[config.mk]
export PLATFORM = sky130hd
export DESIGN_NAME = instr_fetch_cache
export DESIGN_NICKNAME = d
export VERILOG_FILES = /design/src/rtl/instr_fetch_cache.sv
export SDC_FILE = /design/constraint.sdc
export NUM_CORES = 1
export LEC_CHECK = 0
export BUFFER_PORTS_ARGS = -buffer_cell sky130_fd_sc_hd__buf_2
export CAP_MARGIN = 20
export CORE_ASPECT_RATIO = 1.4
export CORE_UTILIZATION = 40
export CTS_CLUSTER_SIZE = 8
export DETAILED_ROUTE_END_ITERATION = 10
export GPL_ROUTABILITY_DRIVEN = 0
export GPL_TIMING_DRIVEN = 0
export PLACE_DENSITY = 0.69
export SYNTH_ARGS = -nofsm -noshare
export SYNTH_HDL_FRONTEND = slang
export SYNTH_SLANG_ARGS = --single-unit
[constraint.sdc]
create_clock -name i_clk -period 5.3 [get_ports i_clk]
set_input_delay 1.06 -clock i_clk [delete_from_list [all_inputs] [get_ports i_clk]]
set_output_delay 1.06 -clock i_clk [all_outputs]
set_load 0.005 [all_outputs]
[src/rtl/instr_fetch_cache.sv]
// Direct-mapped read-only instruction cache: one 16-bit word per line, single-word refill on miss.
// Latency: hit returns same cycle; miss delivers N+1 cycles after detect (N = request cycles to mem_ack).
// Backpressure: o_stall holds the PC while a refill is outstanding; o_mem_rd is held until i_mem_ack.
module instr_fetch_cache #(
    parameter int LINES = 8,
    parameter int IDXW  = $clog2(LINES)
) (
    input  logic        i_clk,
    input  logic        i_rst,
    input  logic [15:0] i_addr,
    input  logic        i_rd,
    input  logic        i_flush,
    output logic [15:0] o_instr,
    output logic        o_instr_valid,
    output logic        o_stall,
    output logic        o_err,
    output logic        o_mem_rd,
    output logic [15:0] o_mem_addr,
    input  logic [15:0] i_mem_data,
    input  logic        i_mem_ack
);

    localparam int TAGW = 15 - IDXW;

    typedef enum logic [1:0] {
        S_IDLE = 2'd0,
        S_REQ  = 2'd1,
        S_FILL = 2'd2
    } state_t;

    state_t            r_state;
    state_t            w_state_nxt;

    logic [LINES-1:0]  r_valid;
    logic [TAGW-1:0]   r_tag  [LINES];
    logic [15:0]       r_data [LINES];

    logic [15:0]       r_mem_addr;
    logic [15:0]       r_fill;
    logic              r_flush_pending;

    logic [IDXW-1:0]   w_idx;
    logic [TAGW-1:0]   w_tag;
    logic [IDXW-1:0]   w_fill_idx;
    logic [TAGW-1:0]   w_fill_tag;
    logic              w_hit;
    logic              w_miss_start;
    logic              w_fill_we;

    assign w_idx      = i_addr[IDXW:1];
    assign w_tag      = i_addr[15:IDXW+1];
    assign w_fill_idx = r_mem_addr[IDXW:1];
    assign w_fill_tag = r_mem_addr[15:IDXW+1];

    // Lookup uses the valid bits as they stand this cycle, so a same-cycle flush does not affect it.
    assign w_hit = i_rd & ~i_addr[0] & r_valid[w_idx] & (r_tag[w_idx] == w_tag);

    assign o_mem_rd   = (r_state == S_REQ);
    assign o_mem_addr = r_mem_addr;

    // State register.
    always_ff @(posedge i_clk) begin
        if (i_rst) begin
            r_state <= S_IDLE;
        end else begin
            r_state <= w_state_nxt;
        end
    end

    // Next-state and fetch-side outputs.
    always_comb begin
        w_state_nxt   = r_state;
        o_instr       = 16'h0000;
        o_instr_valid = 1'b0;
        o_stall       = 1'b0;
        o_err         = 1'b0;
        w_miss_start  = 1'b0;
        w_fill_we     = 1'b0;
        case (r_state)
            S_IDLE: begin
                if (i_rd) begin
                    if (i_addr[0]) begin
                        // Misaligned fetch halts with a zero instruction; no cache or memory access.
                        o_err = 1'b1;
                    end else if (w_hit) begin
                        o_instr       = r_data[w_idx];
                        o_instr_valid = 1'b1;
                    end else begin
                        o_stall      = 1'b1;
                        w_miss_start = 1'b1;
                        w_state_nxt  = S_REQ;
                    end
                end
            end
            S_REQ: begin
                o_stall = 1'b1;
                if (i_mem_ack) begin
                    w_fill_we   = 1'b1;
                    w_state_nxt = S_FILL;
                end
            end
            S_FILL: begin
                // Deliver only if the PC is still on the missed address; otherwise IDLE re-evaluates.
                if (i_addr == r_mem_addr) begin
                    o_instr       = r_fill;
                    o_instr_valid = 1'b1;
                end else begin
                    o_stall = 1'b1;
                end
                w_state_nxt = S_IDLE;
            end
            default: begin
                w_state_nxt = S_IDLE;
            end
        endcase
    end

    // Refill address/data capture, valid bits and deferred flush handling.
    always_ff @(posedge i_clk) begin
        if (i_rst) begin
            r_valid         <= '0;
            r_mem_addr      <= 16'h0000;
            r_fill          <= 16'h0000;
            r_flush_pending <= 1'b0;
        end else begin
            if (w_miss_start) begin
                r_mem_addr <= {i_addr[15:1], 1'b0};
            end
            if (w_fill_we) begin
                r_fill <= i_mem_data;
            end
            if ((r_state == S_IDLE) && i_flush) begin
                r_valid <= '0;
            end
            if ((r_state != S_IDLE) && i_flush) begin
                r_flush_pending <= 1'b1;
            end
            // A flush seen during the miss means the refilled line must not be trusted.
            if (w_fill_we && !r_flush_pending && !i_flush) begin
                r_valid[w_fill_idx] <= 1'b1;
            end
            if (r_state == S_FILL) begin
                if (r_flush_pending || i_flush) begin
                    r_valid <= '0;
                end
                r_flush_pending <= 1'b0;
            end
        end
    end

    // Line payload write on acknowledge; validity alone decides whether it is ever read.
    always_ff @(posedge i_clk) begin
        if (w_fill_we && !i_rst) begin
            r_data[w_fill_idx] <= i_mem_data;
            r_tag[w_fill_idx]  <= w_fill_tag;
        end
    end

endmodule
=== Word level (Yosys, flattened, before mapping) ===
Memory sizes are Yosys's and may differ from the RTL's.
Cells that the tools add are included.

* Register bits after elaboration: 42
* Latch bits: 0
* Memory bits (writable): 224
* ROM bits: 0
* Word-level logic and storage cells: 74
* Memories kept: 2

{| class="wikitable"
|+ Memory list
! memory !! words !! bits a word !! read ports !! clocked after memory_dff !! wr ports !! RTL line !! RTL
|-
| r_data || 8 || 16 || 1 || 0 || 1 || 36 || <nowiki>logic [15:0] r_data [LINES];</nowiki>
|-
| r_tag || 8 || 12 || 1 || 0 || 1 || 35 || <nowiki>logic [TAGW-1:0] r_tag [LINES];</nowiki>
|}

* Add/subtract/negate cells: 0
* Multipliers: 0
* Div/mod/pow operators: 0
* $lt $le $gt $ge: 3
* Equality and inequality tests: 8
* Shift operators: 0
* Multiplexer cells: 37
* Bitwise gates (word level): 5
* Reductions and logical operators: 14

{| class="wikitable"
|+ Operators with widths
! operator !! count
|-
| $mux 16 || 4
|-
| $mux 8 || 5
|-
| $pmux 16 s2 || 1
|-
| $mux 1 || 18
|-
| $eq 16x16->1 || 1
|-
| $eq 12x12->1 || 1
|-
| $lt 3x4->1 const B || 2
|-
| $mux 2 || 4
|-
| $or 8x8->8 || 1
|-
| $logic_and 1x1->1 || 6
|-
| $ne 2x2->1 const B || 3
|-
| $pmux 2 s2 || 1
|-
| $reduce_and 4->1 || 1
|-
| $and 1x1->1 || 3
|-
| $bmux 1 s3 || 1
|-
| $demux 1 s3 || 1
|-
| $ge 3x1->1 const B || 1
|-
| $logic_not 1->1 || 3
|-
| $pmux 1 s3 || 1
|-
| $eq 2x1->1 const B || 1
|-
| $eq 2x2->1 const B || 1
|-
| $logic_not 2->1 || 1
|-
| $ne 2x1->1 const B || 1
|-
| $pmux 1 s2 || 1
|-
| other kinds (4) || 4
|}

=== Logic depth before layout (Yosys ltp) ===
Gate-level depths: netlist of run 1.

* Depth in word-level cells: 8
* Gate-level depth with buffers: 12
* Gate-level depth less buffers: 7

=== Worst setup path after synthesis of run 1 ===
No wires, ideal clock.

* Path kind: in2out
* From: in i_addr[3]
* To: out o_instr[0]
* Arrival time: 3250 ps
* Required time: 4240 ps
* Setup slack: 990 ps
* Stages: 11
* Buffers on the path: 4
* Cells stage by stage: buf_4 buf_2 buf_2 mux4_2 mux2i_1 xor2_1 nand2_1 nor4_4 nand2_2 buf_2 o21ai_1

* Longest elaborated chain between the ends: 8
* Elaborated cells between the ends (all ways): 13

{| class="wikitable"
|+ RTL lines
! what !! RTL line !! RTL
|-
| start: declaration || 10 || <nowiki>input logic [15:0] i_addr,</nowiki>
|-
| branches (longest 7 deep; another with $mem_v2 8x12) || -- ||
|-
| $pmux 16 s2 * || 79 || <nowiki>case (r_state)</nowiki>
|-
| end: declaration || 13 || <nowiki>output logic [15:0] o_instr,</nowiki>
|}

Every way passes the cells marked *. The select of a mux whose other input is x is not followed.

=== Worst setup path after layout of run 1 ===
* From: in i_addr[1]
* To: out o_instr[4]

The elaborated chain is that of the path after synthesis.

==> summary.md, run 1 <==
| Metric | Value |
|---|---|
| Outcome | `finished clean` |
| Synth-to-layout area growth | `20.7%` |
| Count of buffers from port buffering | `69` |
| Die Height | `196 µm` |
| Mapped cell area | `0.0107 mm²` |
| TritonCTS Buffers | `39` |
| Drt initial violations | `455` |
| Final ANT Viol Nets | `0` |
| Worst path required time | `4.24 ns` |
| Post-synth top area share | `0.628` |
| Cells on Worst Hold Path | `2` |
| RSZ-0062 raised after global routing | `false` |
| Syn Nets | `662` |
| Power density over the cells | `371 mW/mm²` |
| Max IR drop VDD | `0.238 mV` |
| Final hold vios | `0` |
| Post-DP Area | `0.0118 mm²` |
| NumNets Final | `786` |
| Insertion delay to the later sink of the worst-skew pair | `0.52 ns` |
| Average wire per cell in the routed design | `22.7 µm` |
| Die outline width | `140 µm` |
| Register area share after synthesis | `0.706` |
| Leak Pwr | `4.40 nW` |
| Fin Clk Skew | `0.0160 ns` |
| DRT Pass-1 Iters | `5` |
| Fin util | `0.494` |
| Reg2reg start | `r_state[0]` |
| R2R depth | `7` |
| Tcrit/Tclk final | `0.956` |
| Flops & latches, synth | `266` |
| Vias | `6005` |
| Vias in the first global route | `6157` |
| Initial antenna violation count | `2` |
| Fin area | `0.0129 mm²` |
| Row cnt | `70` |
| Register-to-register setup slack | `2.12 ns` |
| Largest net degree at the start of global routing | `22` |
| IO Pins | `73` |
| Initial Utilization | `0.409` |
| DP HPWL | `16100 µm` |
| Routed WL | `25000 µm` |
| Fmax | `0.197 GHz` |
| Clk sinks | `266` |
| Max Fanout on Critical Path | `10` |
| Slew Viols, Final | `0` |
| CTS Hold Bufs | `0` |
| Yosys top cell by area | `edfxtp_1` |
| Mapped Cells | `625` |
| Worst hold endpoint | `r_fill[6]` |
| FILL cells | `2158` |
| Longest Clk Path Bufs | `3` |
| Crit Path Class | `in -> out` |
| Tot GR Track Use | `0.188` |
| Top cells by area, synth | `edfxtp_1 63%, mux4_2 11%, dfxtp_1 7.8%` |
| Worst EP arrival | `4.01 ns` |
| First-pass GRT wire length | `37600 µm` |
| Max cap viols | `0` |
| Hold path start | `r_fill[6]` |
| CP Launch Type | `input pin` |
| Die ar. | `0.0275 mm²` |
| Clk root buf | `clkbuf_16` |
| H-tree depth | `2` |
| Remaining Overflow, GRT | `0` |
| # DRC | `0` |
| Post-layout min period | `5.07 ns` |
| Core region area | `0.0262 mm²` |
| Relative slew margins | `0.375` |
| Worst-margin pin slew | `0.932 ns` |
| Critical R2R Capture | `r_tag[4][10]` |
| Clk slew on worst S/H paths | `0.05 ns` |
| Hold Slack | `0.453 ns` |
| Setup crit end kind | `primary output` |
| Final setup vio count | `0` |
| Warnings from Yosys | `0` |
| Vias per inst | `5.43` |
| Yosys cell types | `34` |
| CTS tree | `built` |
| Share of layout cells above drive strength 1 | `0.265` |
| Hold crit path type | `reg -> reg` |
| Syn_area_per_cell | `17.1 µm²` |
## how the worst max path moves through the flow
stage | depth (start not counted) | endpoint | startpoint | slack [ns]
after floorplan | 11 | o_instr[0] | i_addr[3] | 0.99
after global placement | 4 | r_data[0][10] | i_mem_ack | -1.27
after detailed placement | 13 | o_instr[6] | i_addr[3] | -0.24
after CTS | 12 | o_instr[15] | i_addr[1] | 0.008
after global routing | 12 | o_instr[15] | i_addr[1] | 0.09
final | 12 | o_instr[4] | i_addr[1] | 0.23
## Yosys cell counts
cell type  count
o21ai_1       10
clkbuf_2       1
xor2_1        11
mux4_2        50
mux2i_1       62
buf_6          1
or3_1          1
and2_1         3
and3_1         4
nand2_1       53
dfxtp_1       42
nor3_1         2
nand4_1        3
xnor2_1       14
clkbuf_1      16
nor2b_1        6
buf_4          7
nand2_2        1
buf_2          8
a22oi_1       11
a32oi_1        2
nand2b_1      35
nor4_1         2
or4_1          2
and3b_1        1
o21bai_1       1
nor2_1        20
conb_1         1
o2111ai_1      2
edfxtp_1     224
o21ai_0        8
nor4_4         2
a21oi_1       18
o21ba_2        1
## critical path, cell delays in order
cell	delay, ns
buf_2	0.14
buf_6	0.20
buf_6	0.21
mux4_2	0.53
mux2i_1	0.25
xor2_1	0.20
o2111ai_1	0.18
nor4_4	0.43
nand2_2	0.14
buf_4	0.16
o21ai_0	0.31
buf_2	0.19
## layout by cell type (no fill, tap or decap), types with 18 or more instances in the layout
cell type and count:
nand2_1 53, clkbuf_1 43, mux2i_1 62, clkbuf_16 40, nand2b_1 35, a21oi_1 18, edfxtp_1 224, buf_2 74
mux4_2 50, dfxtp_1 42
## what timing repair did
action	in CTS	in global routing
gates resized for setup	2	3
endpoints found under the setup margin	10	10
pin swaps	0	1
setup buffers	0	3
## stage by stage
stage	TNS, ns	cells	setup WS, ns	power, mW
final	0	1105	0.232	4.80
after global routing	0	1105	0.0853	4.95
after CTS	0	1103	0.00802	4.85
after detailed placement	-2.08	1031	-0.243	2.57
after global placement	-64.87	1018	-1.27	2.56
after floorplan	0	625	0.990	2.48
## sequential cells by signal, indices dropped and copies added (netlist names)
register / count
r_data: 128
r_tag: 96
r_fill: 16
o_mem_addr: 15
r_valid: 8
r_state: 2
r_flush_pending: 1
## routing by layer
layer	part of all wire	vias to the layer above	track usage	wire length (µm)
li1	-	2686	-	-
met1	0.40	3010	0.238	10100
met2	0.50	251	0.315	12600
met3	0.063	56	0.0378	1570
met4	0.030	2	0.0753	757
met5	0.00040	-	0	10
## cells by family after synthesis
logic type             count (synthesis)  share of synthesized area
AO/OA/AOI/OAI                         53                     0.0294
XOR/XNOR                              25                     0.0204
buffers and inverters                 33                     0.0158
flip-flops                           266                      0.706
multiplexers                         112                      0.163
other                                  1                   0.000350
AND/OR/NAND/NOR                      135                     0.0648
## report_power, final
group | internal (mW) | switching [mW]
Sequential | 2.28 | 0.0208
Combinational | 0.101 | 0.128
Clock | 1.41 | 0.853
Total | 3.80 | 1.00
## area by class of cell
cell class	count	area [µm²]	share of cell area
Clock buffer	69	1110	0.0858
Clock inverter	3	33.8	0.00261
Timing Repair Buffer	85	608	0.0470
Antenna cell	1	2.50	0.000193
Multi-Input combinational cell	326	3030	0.235
Tap cell	324	405	0.0313
Buffer	31	174	0.0134
Sequential cell	266	7570	0.585
Power figures use the tool's default switching activity.
==> inputs of run 2 (changes only) <==
Settings changed: CORE_UTILIZATION 40 to 55, CTS_CLUSTER_SIZE 8 to 12, PLACE_DENSITY 0.69 to 0.86.
==> summary.md, run 2 (synthesis results as in run 1) <==
| Metric | Value |
|---|---|
| Row cnt | `60` |
| Largest regs | `r_data: 128 flops, r_tag: 96 flops, r_fill: 16 flops` |
| Largest net degree at the start of global routing | `23` |
| Count of buffers from port buffering | `69` |
| Most frequent cells in the layout | `224 x edfxtp_1, 75 x buf_2, 62 x mux2i_1` |
| Insertion delay to the later sink of the worst-skew pair | `0.52 ns` |
| Die outline width | `120 µm` |
| First-pass GRT wire length | `36300 µm` |
| Initial Utilization | `0.560` |
| Post-layout min period | `5.10 ns` |
| Outcome | `finished clean` |
| Leak Pwr | `4.20 nW` |
| CTS tree | `built` |
| Share of layout cells above drive strength 1 | `0.253` |
| Drt initial violations | `531` |
| Worst hold endpoint | `r_fill[5]` |
| Final ANT Viol Nets | `0` |
| Final hold vios | `0` |
| Max Fanout on Critical Path | `10` |
| Hold path start | `r_fill[5]` |
| Multi-input gate area | `0.00304 mm²` |
| Synth-to-layout area growth | `15.8%` |
| Vias in the first global route | `6336` |
| Critical R2R Capture | `r_data[0][7]` |
| DP HPWL | `15600 µm` |
| Max cap viols | `0` |
| Fin area | `0.0124 mm²` |
| Slew Viols, Final | `0` |
| NumNets Final | `771` |
| Hold crit path type | `reg -> reg` |
| Routed WL | `23900 µm` |
| DRT Pass-1 Iters | `5` |
| R2R depth | `6` |
| Max IR drop VDD | `0.286 mV` |
| Die ar. | `0.0201 mm²` |
| Max reg flops | `128` |
| Worst-margin pin slew | `0.867 ns` |
| Die Height | `167 µm` |
| CTS Hold Bufs | `0` |
| Setup WS pre-CTS | `-0.200 ns` |
| IO Pins | `73` |
| Tot GR Track Use | `0.246` |
| Initial antenna violation count | `0` |
| Core region area | `0.0191 mm²` |
| # DRC | `0` |
| Tcrit/Tclk final | `0.962` |
| Remaining Overflow, GRT | `0` |
| RSZ-0062 raised after global routing | `false` |
| Register name with the most flops | `r_data` |
| CP Launch Type | `input pin` |
| # diodes | `0` |
| Longest Clk Path Bufs | `3` |
| Relative slew margins | `0.417` |
| Vias | `6088` |
| Fmax | `0.196 GHz` |
| Design Power | `4.19 mW` |
| Cells on Worst Hold Path | `2` |
| Power density over the cells | `338 mW/mm²` |
| Post-route setup slack | `0.200 ns` |
| Setup crit end kind | `primary output` |
| FILL cells | `1239` |
| Reg2reg start | `r_state[0]` |
| Register area | `0.00757 mm²` |
| Vias per inst | `6.08` |
| H-tree depth | `1` |
| Worst path required time | `4.24 ns` |
| Fin Clk Skew | `0.0111 ns` |
| Clk slew on worst S/H paths | `0.06 ns` |
| Clk sinks | `266` |
| Register-to-register setup slack | `2.08 ns` |
| Average wire per cell in the routed design | `23.9 µm` |
| Final setup vio count | `0` |
| Most common cell after layout, fill and taps aside | `edfxtp_1` |
| Post-DP Area | `0.0116 mm²` |
| Worst EP arrival | `4.04 ns` |
| Crit Path Class | `in -> out` |
| TritonCTS Buffers | `26` |
| Clk root buf | `clkbuf_16` |
==> run 2: metrics by stage <==
step | hold WS, ns | setup TNS [ns] | instances | utilization
2_1_floorplan | 0.437 | 0 | 625 | -
3_3_place_gp | 0.442 | -42.24 | 942 | 0.594
3_5_place_dp | 0.448 | -1.79 | 954 | 0.608
4_1_cts | 0.460 | 0 | 1002 | 0.648
5_1_grt | 0.484 | 0 | 1002 | 0.648
6_report | 0.457 | 0 | 1002 | 0.648
==> run 2: worst max-delay path, cell delays in order <==
cell      delay (ns)
buf_4           0.17
buf_2           0.31
clkbuf_4        0.33
buf_4           0.27
xnor2_1         0.15
nand4_1         0.11
nor4_1          0.53
and3b_2         0.44
clkbuf_2        0.30
nand2_1         0.08
o21ai_1         0.13
buf_2           0.16
==> run 2: worst max path at each step <==
stage,startpoint,end,depth (start not counted)
6_report,i_addr[3],o_instr[0],12
5_1_grt,i_addr[1],o_instr[0],12
4_1_cts,i_addr[3],o_instr[0],12
3_5_place_dp,i_addr[3],o_instr[0],13
3_3_place_gp,i_mem_ack,r_data[0][10],4
2_1_floorplan,i_addr[3],o_instr[0],11
==> run 2: cell type report <==
type / instances / area share
well taps: 248 / 0.0250
plain buffers: 32 / 0.0138
repair buffers: 82 / 0.0454
clock inverters: 2 / 0.000706
multi-input cells: 326 / 0.245
flip-flops and latches: 266 / 0.610
clock buffers: 46 / 0.0602
==> run 2: power breakdown <==
group,switching [mW],leakage [nW],internal [mW]
combinational,0.125,1.54,0.100
sequential,0.0226,2.30,2.28
clock,0.716,0.361,0.946
==> run 2: what timing repair did <==
item	CTS	global route
pin swaps	1	1
gates resized for setup	1	4
setup endpoints to repair	10	11
buffers inserted	1	0
hold endpoints to repair	0	0
==> run 2: per-layer routing <==
layer | track usage | up-vias | routed length, µm | share of wire
met5 | 0 | - | 0 | 0
met4 | 0.114 | 0 | 936 | 0.039
met3 | 0.0354 | 74 | 1610 | 0.067
met2 | 0.431 | 343 | 12700 | 0.53
met1 | 0.300 | 3045 | 8730 | 0.36
li1 | - | 2626 | - | -
==> inputs of run 3 (changes only) <==
Settings changed: CORE_MARGIN set to 2, HOLD_SLACK_MARGIN set to 0.03, RECOVER_POWER set to 50.
==> summary.md, run 3 (synthesis results as in run 1) <==
| Metric | Value |
|---|---|
| Average wire per cell in the routed design | `24.2 µm` |
| Die outline width | `122 µm` |
| Initial Utilization | `0.560` |
| Remaining Overflow, GRT | `0` |
| Clock power share | `0.400` |
| Leak Pwr | `4.11 nW` |
| First-pass GRT wire length | `36500 µm` |
| Crit Path Class | `in -> out` |
| Largest net degree at the start of global routing | `24` |
| Seq pwr share | `0.547` |
| Post-layout min period | `5.14 ns` |
| Vias in the first global route | `6395` |
| Row cnt | `60` |
| Setup WS pre-CTS | `-0.122 ns` |
| Max cap viols | `0` |
| Placed cell count | `954` |
| Largest regs | `r_data: 128 flops, r_tag: 96 flops, r_fill: 16 flops` |
| Vias per inst | `6.08` |
| Vias | `6088` |
| Max reg flops | `128` |
| Hold crit path type | `reg -> reg` |
| Net Sw Power | `0.863 mW` |
| Tcrit/Tclk final | `0.970` |
| Worst-margin pin slew | `0.953 ns` |
| Worst path required time | `4.24 ns` |
| CTS tree | `built` |
| Share of layout cells above drive strength 1 | `0.218` |
| Clk root buf | `clkbuf_16` |
| Synth-to-layout area growth | `15.5%` |
| Routed WL | `24200 µm` |
| Insertion delay to the later sink of the worst-skew pair | `0.52 ns` |
| Most frequent cells in the layout | `224 x edfxtp_1, 62 x mux2i_1, 57 x clkbuf_1` |
| Most common cell after layout, fill and taps aside | `edfxtp_1` |
| Fin Clk Skew | `0.00854 ns` |
| DRT Pass-1 Iters | `5` |
| Combinational share of power | `0.053` |
| Max Fanout on Critical Path | `10` |
| Die Height | `169 µm` |
| Setup crit end kind | `primary output` |
| Die ar. | `0.0206 mm²` |
| Clk sinks | `266` |
| Post-route setup slack | `0.159 ns` |
| Relative slew margins | `0.365` |
| IO Pins | `73` |
| CTS Hold Bufs | `0` |
| Tot GR Track Use | `0.239` |
| Final hold vios | `0` |
| Switching fraction of total power | `0.205` |
| Fin cells | `1002` |
| Final ANT Viol Nets | `0` |
| # DRC | `0` |
| Register area | `0.00757 mm²` |
| Worst EP arrival | `4.08 ns` |
| H-tree depth | `1` |
| Power density over the cells | `340 mW/mm²` |
| TritonCTS Buffers | `26` |
| FILL cells | `1272` |
| Clk slew on worst S/H paths | `0.05 ns` |
| Slew Viols, Final | `0` |
| RSZ-0062 raised after global routing | `false` |
| CP Launch Type | `input pin` |
| Longest Clk Path Bufs | `3` |
| Core region area | `0.0191 mm²` |
| Drt initial violations | `619` |
| Multi-input gate area | `0.00303 mm²` |
| Internal power | `3.34 mW` |
| Fmax | `0.195 GHz` |
| Max IR drop VDD | `0.249 mV` |
| Register name with the most flops | `r_data` |
| Initial antenna violation count | `0` |
| Final setup vio count | `0` |
| Count of buffers from port buffering | `69` |
| DP HPWL | `15800 µm` |
| NumNets Final | `771` |
| Outcome | `finished clean` |
==> run 3: cell count changes in the layout (fill, tap and decap cells not counted), moves of 2 or more <==
cell	previous run	this run
buf_16	3	1
buf_12	3	5
clkbuf_8	0	2
clkbuf_4	2	0
buf_2	75	48
clkbuf_1	33	57
buf_4	8	10
==> run 3: what timing repair did <==
item,CTS,global route
resized for setup,2,2
setup buffers,0,1
pin swaps,0,1
gates cloned,0,0
setup endpoints to repair,10,11
==> run 3: layout make-up <==
class | count | share of cell area
buffer | 32 | 0.0139
antenna | 1 | 0.000202
timing repair buffer | 82 | 0.0419
multi-input combinational | 326 | 0.245
tap | 248 | 0.0251
clock inverter | 2 | 0.000607
sequential | 266 | 0.612
clock buffer | 45 | 0.0617
==> run 3: critical path, cell delays in order <==
cell and delay, ns:
buf_2 0.12, buf_4 0.23, buf_4 0.26, buf_4 0.28, mux4_2 0.37, xor2_1 0.18, o2111ai_1 0.26, nor4_4 0.43
nand2_2 0.21, buf_2 0.26, o21ai_1 0.25, buf_2 0.16
==> run 3: worst paths after layout <==
path | from | end | slack [ns] | cells past startpoint
setup / recovery | i_addr[1] | o_instr[0] | 0.16 | 12
setup reg to reg | r_state[0] | r_data[0][12] | 2.33 | 6
hold / removal | r_fill[7] | r_fill[7] | 0.46 | 2
hold reg to reg | r_fill[7] | r_fill[7] | 0.46 | 2
==> run 3: power groups by stage <==
stage / logic (mW) / registers (mW) / clock network (mW)
global placement: 0.211 / 2.34 / 0
detailed placement: 0.224 / 2.34 / 0
CTS: 0.227 / 2.30 / 1.70
finish: 0.224 / 2.30 / 1.68
floorplan: 0.141 / 2.34 / 0
global route: 0.239 / 2.30 / 1.79
==> run 3: stage by stage <==
stage / cell area (µm²) / util / hold slack (ns) / TNS (ns) / total power [mW]
after floorplan: 10700 / - / 0.437 / 0 / 2.48
after global placement: 11400 / 0.594 / 0.442 / -45.12 / 2.55
after detailed placement: 11600 / 0.607 / 0.450 / -0.945 / 2.57
after CTS: 12400 / 0.648 / 0.458 / 0 / 4.23
after global routing: 12400 / 0.646 / 0.491 / 0 / 4.33
final: 12400 / 0.646 / 0.455 / 0 / 4.21
==> run 3: layer usage <==
layer | vias to the layer above | track usage | routed length, µm
li1 | 2636 | - | -
met1 | 3048 | 0.287 | 8640
met3 | 80 | 0.0393 | 1860
met5 | - | 0 | 0
met2 | 324 | 0.428 | 12800
met4 | 0 | 0.0935 | 947
